<file path="src/rtl/sram_arb_pkg.sv">
// rtl/sram_arb_pkg.sv - shared types, burst constants and round-robin pick for the SRAM transfer arbiter
package sram_arb_pkg;

    localparam int CNT_W     = 7;
    localparam int BURST_LEN = 2 ** CNT_W;

    typedef enum logic [1:0] {
        ST_IDLE  = 2'd0,
        ST_XFER  = 2'd1,
        ST_DRAIN = 2'd2,
        ST_DONE  = 2'd3
    } arb_state_e;

    // First requester at or after ptr, wrapping modulo n (n <= 4); lowest offset wins.
    function automatic logic [1:0] rr_pick(input logic [3:0] req, input logic [1:0] ptr, input int n);
        logic [1:0] pick;
        logic [1:0] idx;
        pick = ptr;
        for (int i = 3; i >= 0; i--) begin
            idx = 2'((int'(ptr) + i) % n);
            if (i < n && req[idx]) begin
                pick = idx;
            end
        end
        return pick;
    endfunction

endpackage

</file>
<file path="src/rtl/xfer_word_counter.sv">
// rtl/xfer_word_counter.sv - per-word burst counter, wraps from all-ones to zero
module xfer_word_counter #(
    parameter int CNT_W = 7
) (
    input  logic             clk,
    input  logic             rst,
    input  logic             clear,
    input  logic             enable,
    output logic [CNT_W-1:0] count,
    output logic             rollover
);

    logic [CNT_W-1:0] count_q;
    logic [CNT_W-1:0] count_d;

    always_comb begin
        count_d = count_q;
        if (clear) begin
            count_d = '0;
        end else if (enable) begin
            count_d = count_q + CNT_W'(1);
        end
    end

    always_ff @(posedge clk or posedge rst) begin
        if (rst) begin
            count_q <= '0;
        end else begin
            count_q <= count_d;
        end
    end

    assign count    = count_q;
    assign rollover = (count_q == '1);

endmodule

</file>
<file path="src/rtl/sram_xfer_arbiter.sv">
// rtl/sram_xfer_arbiter.sv - round-robin arbiter sequencing fixed-length block bursts on a single-port SRAM
module sram_xfer_arbiter #(
    parameter int N_REQ  = 2,
    parameter int DATA_W = 16,
    parameter int BLK_W  = 5,
    parameter int CNT_W  = sram_arb_pkg::CNT_W
) (
    input  logic                     clk,
    input  logic                     rst,
    input  logic [N_REQ-1:0]         req,
    input  logic [N_REQ-1:0]         is_write,
    input  logic [N_REQ*BLK_W-1:0]   blk_idx,
    input  logic [N_REQ*DATA_W-1:0]  wdata,
    output logic [N_REQ-1:0]         gnt,
    output logic                     word_strobe,
    output logic [CNT_W-1:0]         word_idx,
    output logic [DATA_W-1:0]        rdata,
    output logic                     rvalid,
    output logic [N_REQ-1:0]         done,
    output logic                     sram_en,
    output logic                     sram_we,
    output logic [BLK_W+CNT_W-1:0]   sram_addr,
    output logic [DATA_W-1:0]        sram_wdata,
    input  logic [DATA_W-1:0]        sram_rdata
);
    import sram_arb_pkg::*;

    localparam int IDX_W = (N_REQ > 2) ? 2 : 1;

    arb_state_e       state_q, state_d;
    logic [IDX_W-1:0] idx_q, idx_d;
    logic [IDX_W-1:0] ptr_q, ptr_d;
    logic [IDX_W-1:0] pick;
    logic             we_q, we_d;
    logic [BLK_W-1:0] blk_q, blk_d;
    logic             rvalid_q, rvalid_d;
    logic [CNT_W-1:0] count;
    logic             rollover;
    logic             xfer;
    logic             busy;

    assign xfer = (state_q == ST_XFER);
    assign busy = xfer || (state_q == ST_DRAIN);
    assign pick = IDX_W'(rr_pick(4'(req), 2'(ptr_q), N_REQ));

    // Counter is only ever cleared while idle, so a burst always runs its full length.
    xfer_word_counter #(.CNT_W(CNT_W)) u_counter (
        .clk      (clk),
        .rst      (rst),
        .clear    (state_q == ST_IDLE),
        .enable   (xfer),
        .count    (count),
        .rollover (rollover)
    );

    always_comb begin
        state_d = state_q;
        idx_d   = idx_q;
        ptr_d   = ptr_q;
        we_d    = we_q;
        blk_d   = blk_q;
        case (state_q)
            ST_IDLE: begin
                if (|req) begin
                    idx_d   = pick;
                    we_d    = is_write[pick];
                    blk_d   = blk_idx[int'(pick)*BLK_W +: BLK_W];
                    state_d = ST_XFER;
                end
            end
            ST_XFER: begin
                if (rollover) begin
                    state_d = we_q ? ST_DONE : ST_DRAIN;
                end
            end
            ST_DRAIN: state_d = ST_DONE;
            ST_DONE: begin
                ptr_d   = (int'(idx_q) == N_REQ - 1) ? '0 : idx_q + 1'b1;
                state_d = ST_IDLE;
            end
            default: state_d = ST_IDLE;
        endcase
    end

    // Read data returns one cycle after the strobe, so the valid is the strobe delayed.
    assign rvalid_d = xfer && !we_q;

    always_ff @(posedge clk or posedge rst) begin
        if (rst) begin
            state_q  <= ST_IDLE;
            idx_q    <= '0;
            ptr_q    <= '0;
            we_q     <= 1'b0;
            blk_q    <= '0;
            rvalid_q <= 1'b0;
        end else begin
            state_q  <= state_d;
            idx_q    <= idx_d;
            ptr_q    <= ptr_d;
            we_q     <= we_d;
            blk_q    <= blk_d;
            rvalid_q <= rvalid_d;
        end
    end

    always_comb begin
        gnt  = '0;
        done = '0;
        for (int i = 0; i < N_REQ; i++) begin
            gnt[i]  = busy && (idx_q == IDX_W'(i));
            done[i] = (state_q == ST_DONE) && (idx_q == IDX_W'(i));
        end
    end

    assign word_strobe = xfer;
    assign word_idx    = xfer ? count : '0;
    assign sram_en     = xfer;
    assign sram_we     = xfer && we_q;
    assign sram_addr   = xfer ? {blk_q, count} : '0;
    assign sram_wdata  = (xfer && we_q) ? wdata[int'(idx_q)*DATA_W +: DATA_W] : '0;
    assign rvalid      = rvalid_q;
    assign rdata       = rvalid_q ? sram_rdata : '0;

endmodule
</file>
<file path="config.mk">
export PLATFORM = sky130hd
export DESIGN_NAME = sram_xfer_arbiter
export DESIGN_NICKNAME = d
export VERILOG_FILES = /design/src/rtl/sram_arb_pkg.sv /design/src/rtl/xfer_word_counter.sv /design/src/rtl/sram_xfer_arbiter.sv
export SDC_FILE = /design/constraint.sdc
export NUM_CORES = 1
export LEC_CHECK = 0
export BUFFER_PORTS_ARGS = -buffer_cell sky130_fd_sc_hd__buf_2
export CAP_MARGIN = 20
export CORE_AREA = 2 2 73 75
export CTS_CLUSTER_SIZE = 14
export DETAILED_ROUTE_END_ITERATION = 10
export DIE_AREA = 0 0 75 77
export PLACE_DENSITY_LB_ADDON = 0.1
export SLEW_MARGIN = 20
export SYNTH_ARGS = -nofsm -noshare
export SYNTH_HDL_FRONTEND = slang
export SYNTH_SLANG_ARGS = --single-unit
</file>
<file path="constraint.sdc">
create_clock -name clk -period 3 [get_ports clk]
set_input_delay 0.15 -clock clk [delete_from_list [all_inputs] [get_ports clk]]
set_output_delay 0.15 -clock clk [all_outputs]
set_load 0.02 [all_outputs]
</file>
# Yosys cells after proc, flatten, opt, wreduce, memory -nomap -nowiden
# Index checks and enable logic that the tools add are counted.
[word_totals]
ff_bits = 18
latchBits = 0
mem_bits_rw = 0
rom_bits = 0
input_bits = 64
output_inout_bits = 59
mem_count = 0
[classes]
add_sub_neg = 3
n_mul = 1
div = 0
order_cmp = 3
eq_ne = 6
shift = 2
n_mux = 19
n_bitwise = 2
n_reduce_logical = 13
[op_table]
columns = ["operator", "n"]
rows = [
  ["16-bit 2-to-1 mux", 2],
  ["32-bit by 6-bit variable part select with 16-bit output", 1],
  ["7-bit 2-to-1 mux", 3],
  ["12-bit 2-to-1 mux", 1],
  ["10-bit by 5-bit variable part select with 5-bit output", 1],
  ["1-bit 2-to-1 mux", 9],
  ["2-bit one-hot mux with 4 select lines", 1],
  ["7-bit by 1-bit adder with 7-bit output (second input constant)", 1],
  ["7-bit == test (second input constant)", 1],
  ["1-bit logical AND", 6],
  ["2-bit == test (second input constant)", 2],
  ["1-bit by 3-bit multiplier with 4-bit output (second input constant)", 1],
  ["2-bit 2-to-1 mux", 2],
  ["2-bit != test (second input constant)", 2],
  ["2-bit AND reduction", 2],
  ["1-bit by 3-bit less-than comparator with 1-bit output (second input constant)", 1],
  ["2-bit by 3-bit less-than comparator with 1-bit output (second input constant)", 1],
  ["1-bit adder (second input constant)", 2],
  ["1-bit binary-select mux with 2-bit select", 1],
  ["2-bit by 1-bit == test with 1-bit output (second input constant)", 1],
  ["2-bit zero test", 1],
  ["1-bit by 2-bit less-than comparator with 1-bit output (second input constant)", 1],
  ["2-bit nonzero test", 1],
  ["2-bit OR reduction", 1],
  ["other kinds (4)", 4],
]

# Longest topological paths before layout
# Gate-level depths: netlist of run 1.
[logic_depth]
depth_word = 8
mapped_depth = 6
ltp_nobuf = 5

# Cells and area by module
# Synthesis of run 1 repeated with hierarchy kept, for this count alone.
[unflattened]
cells_unflattened = 174
hier_area_um2 = 1505.2
[by_module_without_submodules]
columns = ["mod", "instances", "cells_per_inst", "area_per_inst_um2", "seq_area_each_um2"]
rows = [
  ["sram_xfer_arbiter", 1, 142, 1177.4, 275.3],
  ["xfer_word_counter", 1, 32, 327.8, 175.2],
]

# Worst setup path before layout of run 1
# No wires, ideal clock.
[synth_path]
kind = "reg-to-output"
startpoint = "register state_q[1]"
endpoint = "output port word_idx[2]"
arrival_ns = 1.754
required_time_ns = 2.850
slack_ns = 1.096
stages_incl_launch_ff = 7
path_buffers = 3
cell_sequence = "dfrtp_1 > inv_1 > ha_1 > buf_2 > clkbuf_1 > and2_1 > buf_4"
[synth_via]
elab_chain_cells = 2
[synth_rtl]
columns = ["item", "line", "rtl"]
rows = [
  ["start, declared", "sram_xfer_arbiter.sv:30", "arb_state_e state_q, state_d;"],
  ["start signal, assigned", "sram_xfer_arbiter.sv:97", "state_q <= state_d;"],
  ["2-bit by 1-bit == test with 1-bit output", "sram_xfer_arbiter.sv:42", "assign xfer = (state_q == ST_XFER);"],
  ["via sram_en", "sram_xfer_arbiter.sv:20", "output logic sram_en,"],
  ["7-bit 2-to-1 mux", "sram_xfer_arbiter.sv:116", "assign word_idx = xfer ? count : '0;"],
  ["end, declared", "sram_xfer_arbiter.sv:16", "output logic [CNT_W-1:0] word_idx,"],
]
# The timed path passes the listed nets, and every way through them passes these cells.

# Worst setup path in the final report of run 1
[layout_path]
startpoint = "register state_q[0]"
endpoint = "register blk_q[2]"
[layout_via]
elab_chain_cells = 2
[layout_rtl]
columns = ["item", "line", "rtl"]
rows = [
  ["2-bit zero test", "sram_xfer_arbiter.sv:62", "case (state_q)"],
  ["2-bit AND reduction (no line)", "--", ""],
  ["end signal, assigned", "sram_xfer_arbiter.sv:101", "blk_q <= blk_d;"],
  ["end, declared", "sram_xfer_arbiter.sv:35", "logic [BLK_W-1:0] blk_q, blk_d;"],
]
# Every way passes these cells.
# A chain may end at the register's enable or synchronous reset.

==> run summary, run 1 <==
The total wire length after detailed routing is 4096 um. The routability-driven placement congestion ratio came out at 0.7076. The iteration count of the initial detailed-routing pass is 4. On the worst path, the slowest cell contributes a delay of 700 ps. Walking the worst path, the cells encountered are inv_1 > ha_1 > o21ai_1 > nand2_1 > nand3_1. Data on the critical path is required at its endpoint by 3140 ps. The via count came out at 1,587. Synthesis inferred 18 register bits.

The final critical delay including setup and external delays came out at 1917 ps. In this run the static leakage power is 1.245 nW. The area fraction of the dominant cell type after synthesis is 0.3085. The post-detailed-route DRC marker count came out at 0.

The number of antenna violations at the first check in global routing is 0. The area fraction in compound gates after synthesis came to 0.1277. The final critical-path share of the clock period is 0.6391. The HPWL after detailed placement is 3228 um. The die is 77 um tall. The final setup violation count came out at 0.

By area, the combinational part of the netlist is dominated by simple AND/OR/NAND/NOR gates. The TritonCTS sink count came out at 18. The first-pass GRT wire length is 6589 um. The effective utilization at floorplan is 0.2934.

The number of nets in the final layout came out at 353. Summed over all layers, the global routing overflow is 0. The post-synthesis share of cell area spent on and, or, nand and nor gates came out at 0.2871. After clock tree synthesis, the clock-pin slew on the worst setup and hold paths is 70 ps.

The post-synthesis to final-layout area growth is 44.47%. The floorplan die area is 5775 um^2. The number of global-route vias before repair came out at 1,551. The total count of hold-check failures in the final report is 18. The startpoint type of the worst setup path is a flop. The maximum number of pins on one net before global-route repair came out at 25. The violation count after the first detailed-route iteration came out at 38. The kind of critical path is flop to flop. The via-per-instance ratio came out at 4.483. The horizontal die dimension is 75 um. The overall global routing resource usage is 0.1410.

The adder and majority cell fraction of the synthesized area is 0.03428. The total of cells resized after clock tree synthesis is 0. The multiplexer share of the synthesized area came out at 0.1243. Row generation in the floorplan step produced 26 rows. The total clock buffers created by CTS came out at 3.

Post-CTS timing repair inserted 0 buffers for setup. The flow ran to the end, but the final reports show violations. The sequential fraction of the synthesis area is 0.3085. The wire length per cell came out at 11.57 um.

The detail route stage leaves a number of antenna-violating nets equal to 0. The highest ir drop seen on vdd is 0.3827 mV. The worst path arrival time came out at 2050 ps. The number of warnings reported in the yosys synthesis log came out at 0. Summed over all failing endpoints, the final setup total negative slack is 0 ps. At the pin with the least slew margin, the transition time is 928.6 ps. The cell with the biggest individual delay on the critical path is sky130_fd_sc_hd__ha_1. The number of instances in the synthesized netlist is 176. The maximum clock frequency came out at 521.6 MHz. Across all hold checks on the routed design, the worst slack comes to -14.78 ps. The checks that failed: hold timing. 0 antenna diodes ended up in the layout. The number of unique standard cell types used by synthesis came out at 27. The min-delay analysis places its worst path in the category input pin to async pin. TritonCTS built the clock tree. The port buffer count is 122. Max-cap violations in this run came to 0. The share of synthesized flip-flops with an asynchronous set or reset came out at 1.000. Synthesis produced a netlist with a net count of 244. The maximum net fanout on the critical path is 24. CTS placed an instance of sky130_fd_sc_hd__clkbuf_8 at the clock tree root.

The max-slew violation count came out at 0. Among all flip-flop cells after synthesis, the most frequent one is sky130_fd_sc_hd__dfrtp_1. STA classifies the critical path endpoint as a flop. The power density over cell area came out at 810.4 nW/um^2. The clock network latency to the later pin of the worst-skew pair is 260 ps.

The post-synthesis instance area is 1460 um^2. The number of buffers added to fix hold violations after cts came out at 0. Pin placement for this block handled 123 I/O pins. The library cell with the largest summed area after synthesis is sky130_fd_sc_hd__dfrtp_1.

The fraction of layout instances using a drive strength above 1 came out at 0.4542. Setup repair after global routing left no endpoint under its margin. The final worst clock skew is 3.036 ps. The maximum clock path buffer count came out at 2. The average cell area after synthesis is 8.296 um^2. Sorting the synthesized cells by area gives the leading types as sky130_fd_sc_hd__dfrtp_1 31%, sky130_fd_sc_hd__and2_1 13%, sky130_fd_sc_hd__mux2i_1 12%. In this run the number of H-tree levels came out at 1.

The number of enable flip-flop cells after synthesis came out at 0. The headroom to the max-slew limit came out at 0.3809. The xor-xnor portion of the synthesized cell area is 0.02399. The placeable core region came out at 4977 um^2.
[sequential cells by signal (all words and copies together), names as in the netlist]
name / cells
ptr_q: 1
u_counter.count: 7
state_q: 2
idx_q: 1
blk_q: 5
we_q: 1
rvalid: 1
[routing by layer]
layer,up-vias,global-route usage,part of all wire
met2,83,0.2553,0.47
met1,685,0.1667,0.44
met5,-,0,0
met4,0,0.03750,0.011
met3,5,0.02234,0.079
li1,814,-,-
[Yosys cell counts (all sizes together), types with 4 or more instances]
cell type   n
and2       30
nor2       25
dfrtp      18
mux2i      17
buf        14
nand2      12
o2111ai    12
inv         7
nand3       6
clkbuf      5
a21oi       4
ha          4
nand4       4
[cell families after synthesis]
logic type,Yosys count
flops,18
mux,18
simple gates,82
fa+ha+maj,4
compound gates,24
buf+inv,26
xor+xnor,4
[layout make-up]
| type | instances | area (um^2) |
|---|---|---|
| Inverter | 7 | 26.28 |
| Multi-Input combinational cell | 132 | 872.1 |
| Fill cell | 523 | 2868 |
| Clock buffer | 4 | 55.05 |
| Sequential cell | 18 | 450.4 |
| Timing Repair Buffer | 123 | 618.1 |
| Tap cell | 70 | 87.58 |
[where the power goes]
| group | internal [W] | switching (W) | total [W] |
|---|---|---|---|
| Clock | 0.000117 | 0.0000848 | 0.000202 |
| Sequential | 0.000331 | 0.000154 | 0.000485 |
| Combinational | 0.000423 | 0.000601 | 0.00102 |
| Total | 0.000870 | 0.000839 | 0.00171 |
[layout by cell type (no fill, tap or decap), types with 3 or more instances in the layout]
master and n:
sky130_fd_sc_hd__dfrtp_1 18, sky130_fd_sc_hd__buf_2 122, sky130_fd_sc_hd__nor2_1 25, sky130_fd_sc_hd__and2_1 30
sky130_fd_sc_hd__nand2_1 12, sky130_fd_sc_hd__nand4_1 3, sky130_fd_sc_hd__clkbuf_8 4, sky130_fd_sc_hd__nand3_1 6
sky130_fd_sc_hd__inv_1 7, sky130_fd_sc_hd__mux2i_1 17, sky130_fd_sc_hd__xor2_1 3, sky130_fd_sc_hd__nor2b_1 3
sky130_fd_sc_hd__o2111ai_1 12, sky130_fd_sc_hd__a21oi_1 4, sky130_fd_sc_hd__ha_1 4
[critical path: cells and delay by family, from the launching register on]
kind,cells,cell delay (ps)
compound gates,1,330
fa+ha+maj,1,700
buf+inv,1,90
flops,1,440
simple gates,2,230
[final timing paths]
kind,startpoint,endpoint,slack (ps),depth (start not counted)
max reg2reg,state_q[0],blk_q[2],1080,5
min,rst,blk_q[3],-10,2
max,state_q[0],blk_q[2],1080,5
max in group asynchronous,rst,state_q[0],2580,2
min reg2reg,blk_q[4],blk_q[4],480,2
min in group clk,blk_idx[3],blk_q[3],190,3
[stage by stage]
stage          cell area (um^2)  power (W)  cells    util  setup slack, ps
2_1_floorplan              1460   0.001230    176       -             1096
3_3_place_gp               2054   0.001522    350  0.4128             1117
3_5_place_dp               2054   0.001527    350  0.4128             1072
4_1_cts                    2110   0.001734    354  0.4238             1067
5_1_grt                    2110   0.001872    354  0.4238            869.9
6_report                   2110   0.001710    354  0.4238             1083
No activity file was read; power rests on OpenSTA's default activity.
==> inputs of run 2 (changes only) <==
- clock period: 3 -> 1.8 ns (I/O delays scaled with it)
==> run 2 against run 1 <==
  * The run now ends clean
  * Clock skew decreased by 2.1 ps
  * Sequential share of layout area decreased by 0.39 points
  * Setup slack got worse by 910 ps
  * Register-to-register slack lost 840 ps
  * Critical path depth grew 1
  * Count of clock-buffer cells in the layout is 1 lower
  * Die area unchanged
  * Worst hold slack improved by 150 ps
  * Critical path type is now flop to primary output
  * Largest cell class unchanged
==> run summary, run 2 (same netlist as run 1, synthesis figures left out) <==
The count of antenna-violating nets left after detailed routing came out at 0. The remaining global-route overflow is 0. After the first detailed-routing iteration, the DRC count stood at 61. The maximum cell stage delay along the critical path is 410 ps. The library cell used most frequently in the layout, excluding fill and tap cells, is sky130_fd_sc_hd__buf_2. Relative to the synthesized area, the layout overhead comes to 47.13%. The final setup violation count came out at 0. The port buffer count is 122.

The TritonCTS sink count came out at 18. The sum of negative setup slack came out at 0 ps. The portion of total power attributed to sequential cells came out at 0.251.

The final critical delay including setup and external delays is 1626 ps. After the last flow step, the layout net total stands at 358. The post-detailed-placement cell area is 2087 um^2. The total count of hold-check failures in the final report is 0. The flip-flop count of the largest register, all copies and words added came out at 7.

Entering global routing, the biggest net connects 24 pins. The horizontal die dimension came out at 75 um. The clock input transition at the sequential cells of the worst setup and hold paths is 60 ps. The post-detailed-route DRC marker count came out at 0.

The max-slew violation count is 0. In this run the deepest clock path goes through 2 buffers. The final critical-path share of the clock period is 0.9034. The data required time of the worst path is 1710 ps. The first global-routing pass estimated 6596 um of wire. The floorplan die area came out at 5775 um^2.

The share of the core filled with cells came out at 0.4316. The total clock buffers created by CTS came out at 3. The number of antenna violations at the first check in global routing is 0. The total wire length after detailed routing came out at 4207 um.

Routability-driven placement finished with a final weighted congestion of 0.7214. The number of levels the H-tree was split into is 1. The headroom to the max-slew limit is 0.5436. The effective utilization at floorplan came out at 0.2934. The tool flagged a number of max-cap violations equal to 0. TritonCTS built the clock tree. The number of global-route vias before repair came to 1,541.

The critical path is of the flop to primary output type. The net load switching power is 0.001407 W. Setup repair after global routing left no endpoint under its margin. The via-per-instance ratio came out at 4.567.

The root buffer selected by CTS is sky130_fd_sc_hd__clkbuf_8. For the pin with the worst max-slew slack, the measured transition is 683.9 ps. The floorplan has 26 rows. The leakage component of the power came out at 1.261 nW. The worst path arrival time came out at 1540 ps. The wire length per cell is 11.75 um.

The antenna diode instance count came out at 0. The overall global routing resource usage came out at 0.1421. IR analysis of the VDD net gives a maximum drop of 0.6267 mV. Walking the worst path, the cells encountered are inv_1 > ha_4 > nand2_1 > buf_4 > nor2_1 > buf_2. The die is 77 um tall. The library cells used most frequently in the layout, excluding fill and tap cells, are 122 x sky130_fd_sc_hd__buf_2, 30 x sky130_fd_sc_hd__and2_1, 25 x sky130_fd_sc_hd__nor2_1, 18 x sky130_fd_sc_hd__dfrtp_1, 17 x sky130_fd_sc_hd__mux2i_1. 123 I/O pins were placed. The internal power summed over all cells is 0.001467 W.

The clock network power share came out at 0.095. At the later pin of the worst-skew pair, clock insertion delay measures 250 ps. The combinational fraction of design power is 0.653. For the final database, setup skew stands at 0.9130 ps. The routed layout has 1,635 vias. The fraction of layout instances using a drive strength above 1 came out at 0.4618. The class of the tightest hold or removal check is input pin to flop. Summing all non-filler instances in the final layout gives an area of 2148 um^2. The first TritonRoute pass finished after 4 iterations.

The cell with the biggest individual delay on the critical path is sky130_fd_sc_hd__dfrtp_1. The maximum net fanout on the critical path came out at 17. The placeable core region came out at 4977 um^2. The startpoint type of the worst setup path is a flop. The flow ran to the end, and the final reports show no timing, DRC or antenna violations. Of the total power, the share spent switching nets is 0.4896. The type of element capturing the critical path is a primary output. Dividing total power by cell area gives a power density of 1338 nW/um^2. The maximum clock frequency is 614.9 MHz. The HPWL after detailed placement is 3382 um.
[run 2: layer usage]
metal	global-route usage	share of wire
met5	0	0
met4	0.03214	0.0081
met3	0.01971	0.074
met2	0.2684	0.50
met1	0.1621	0.42
[run 2: area by class of cell]
| cell class | instances | area, um^2 |
|---|---|---|
| inverters | 7 | 26.28 |
| well taps | 70 | 87.58 |
| multi-input cells | 132 | 884.6 |
| clock buffers | 3 | 41.29 |
| flip-flops and latches | 18 | 450.4 |
| fillers | 508 | 2829 |
| repair buffers | 128 | 658.1 |
[run 2: critical path, delay by kind of cell, from the launching register on]
family | cells | cell delay (ps)
flip-flops | 1 | 410
adder cells (fa/ha/maj) | 1 | 190
buffers and inverters | 3 | 490
AND/OR/NAND/NOR | 2 | 200
[run 2: stage by stage]
step / power, W / hold slack (ps) / setup WS (ps) / std cells
after floorplan: 0.002055 / 28.57 / 67.49 / 176
after global placement: 0.002596 / 240.9 / 271.1 / 354
after detailed placement: 0.002607 / 240.7 / 241.4 / 354
after CTS: 0.002896 / 126.1 / 97.00 / 358
after global routing: 0.003142 / 138.6 / 25.80 / 358
final: 0.002874 / 130.5 / 173.8 / 358
[run 2: final timing paths]
| check | start | end | slack (ps) | cells past startpoint |
|---|---|---|---|---|
| worst max-delay path | state_q[1] | sram_wdata[13] | 170 | 6 |
| worst max register to register | u_counter.count[0] | state_q[1] | 240 | 4 |
| worst min-delay path | blk_idx[2] | blk_q[2] | 130 | 3 |
| worst min register to register | blk_q[3] | blk_q[3] | 480 | 2 |
| max in group asynchronous | rst | rvalid | 890 | 3 |
| min in group asynchronous | rst | blk_q[0] | 480 | 3 |
[run 2: what timing repair did]
item / 4_1_cts / 5_1_grt
endpoints found under the setup margin: 0 / 4
buffers inserted: 0 / 0
hold buffers: 1 / 0
hold endpoints to repair: 18 / 0
gates resized for setup: 0 / 1
[run 2: power by group through the flow]
stage	Combinational [W]	Clock, W	Sequential, W
after CTS	0.00189	0.000286	0.000720
after global placement	0.00187	0	0.000722
after detailed placement	0.00188	0	0.000727
after global routing	0.00209	0.000301	0.000755
final	0.00188	0.000274	0.000722
after floorplan	0.00139	0	0.000665
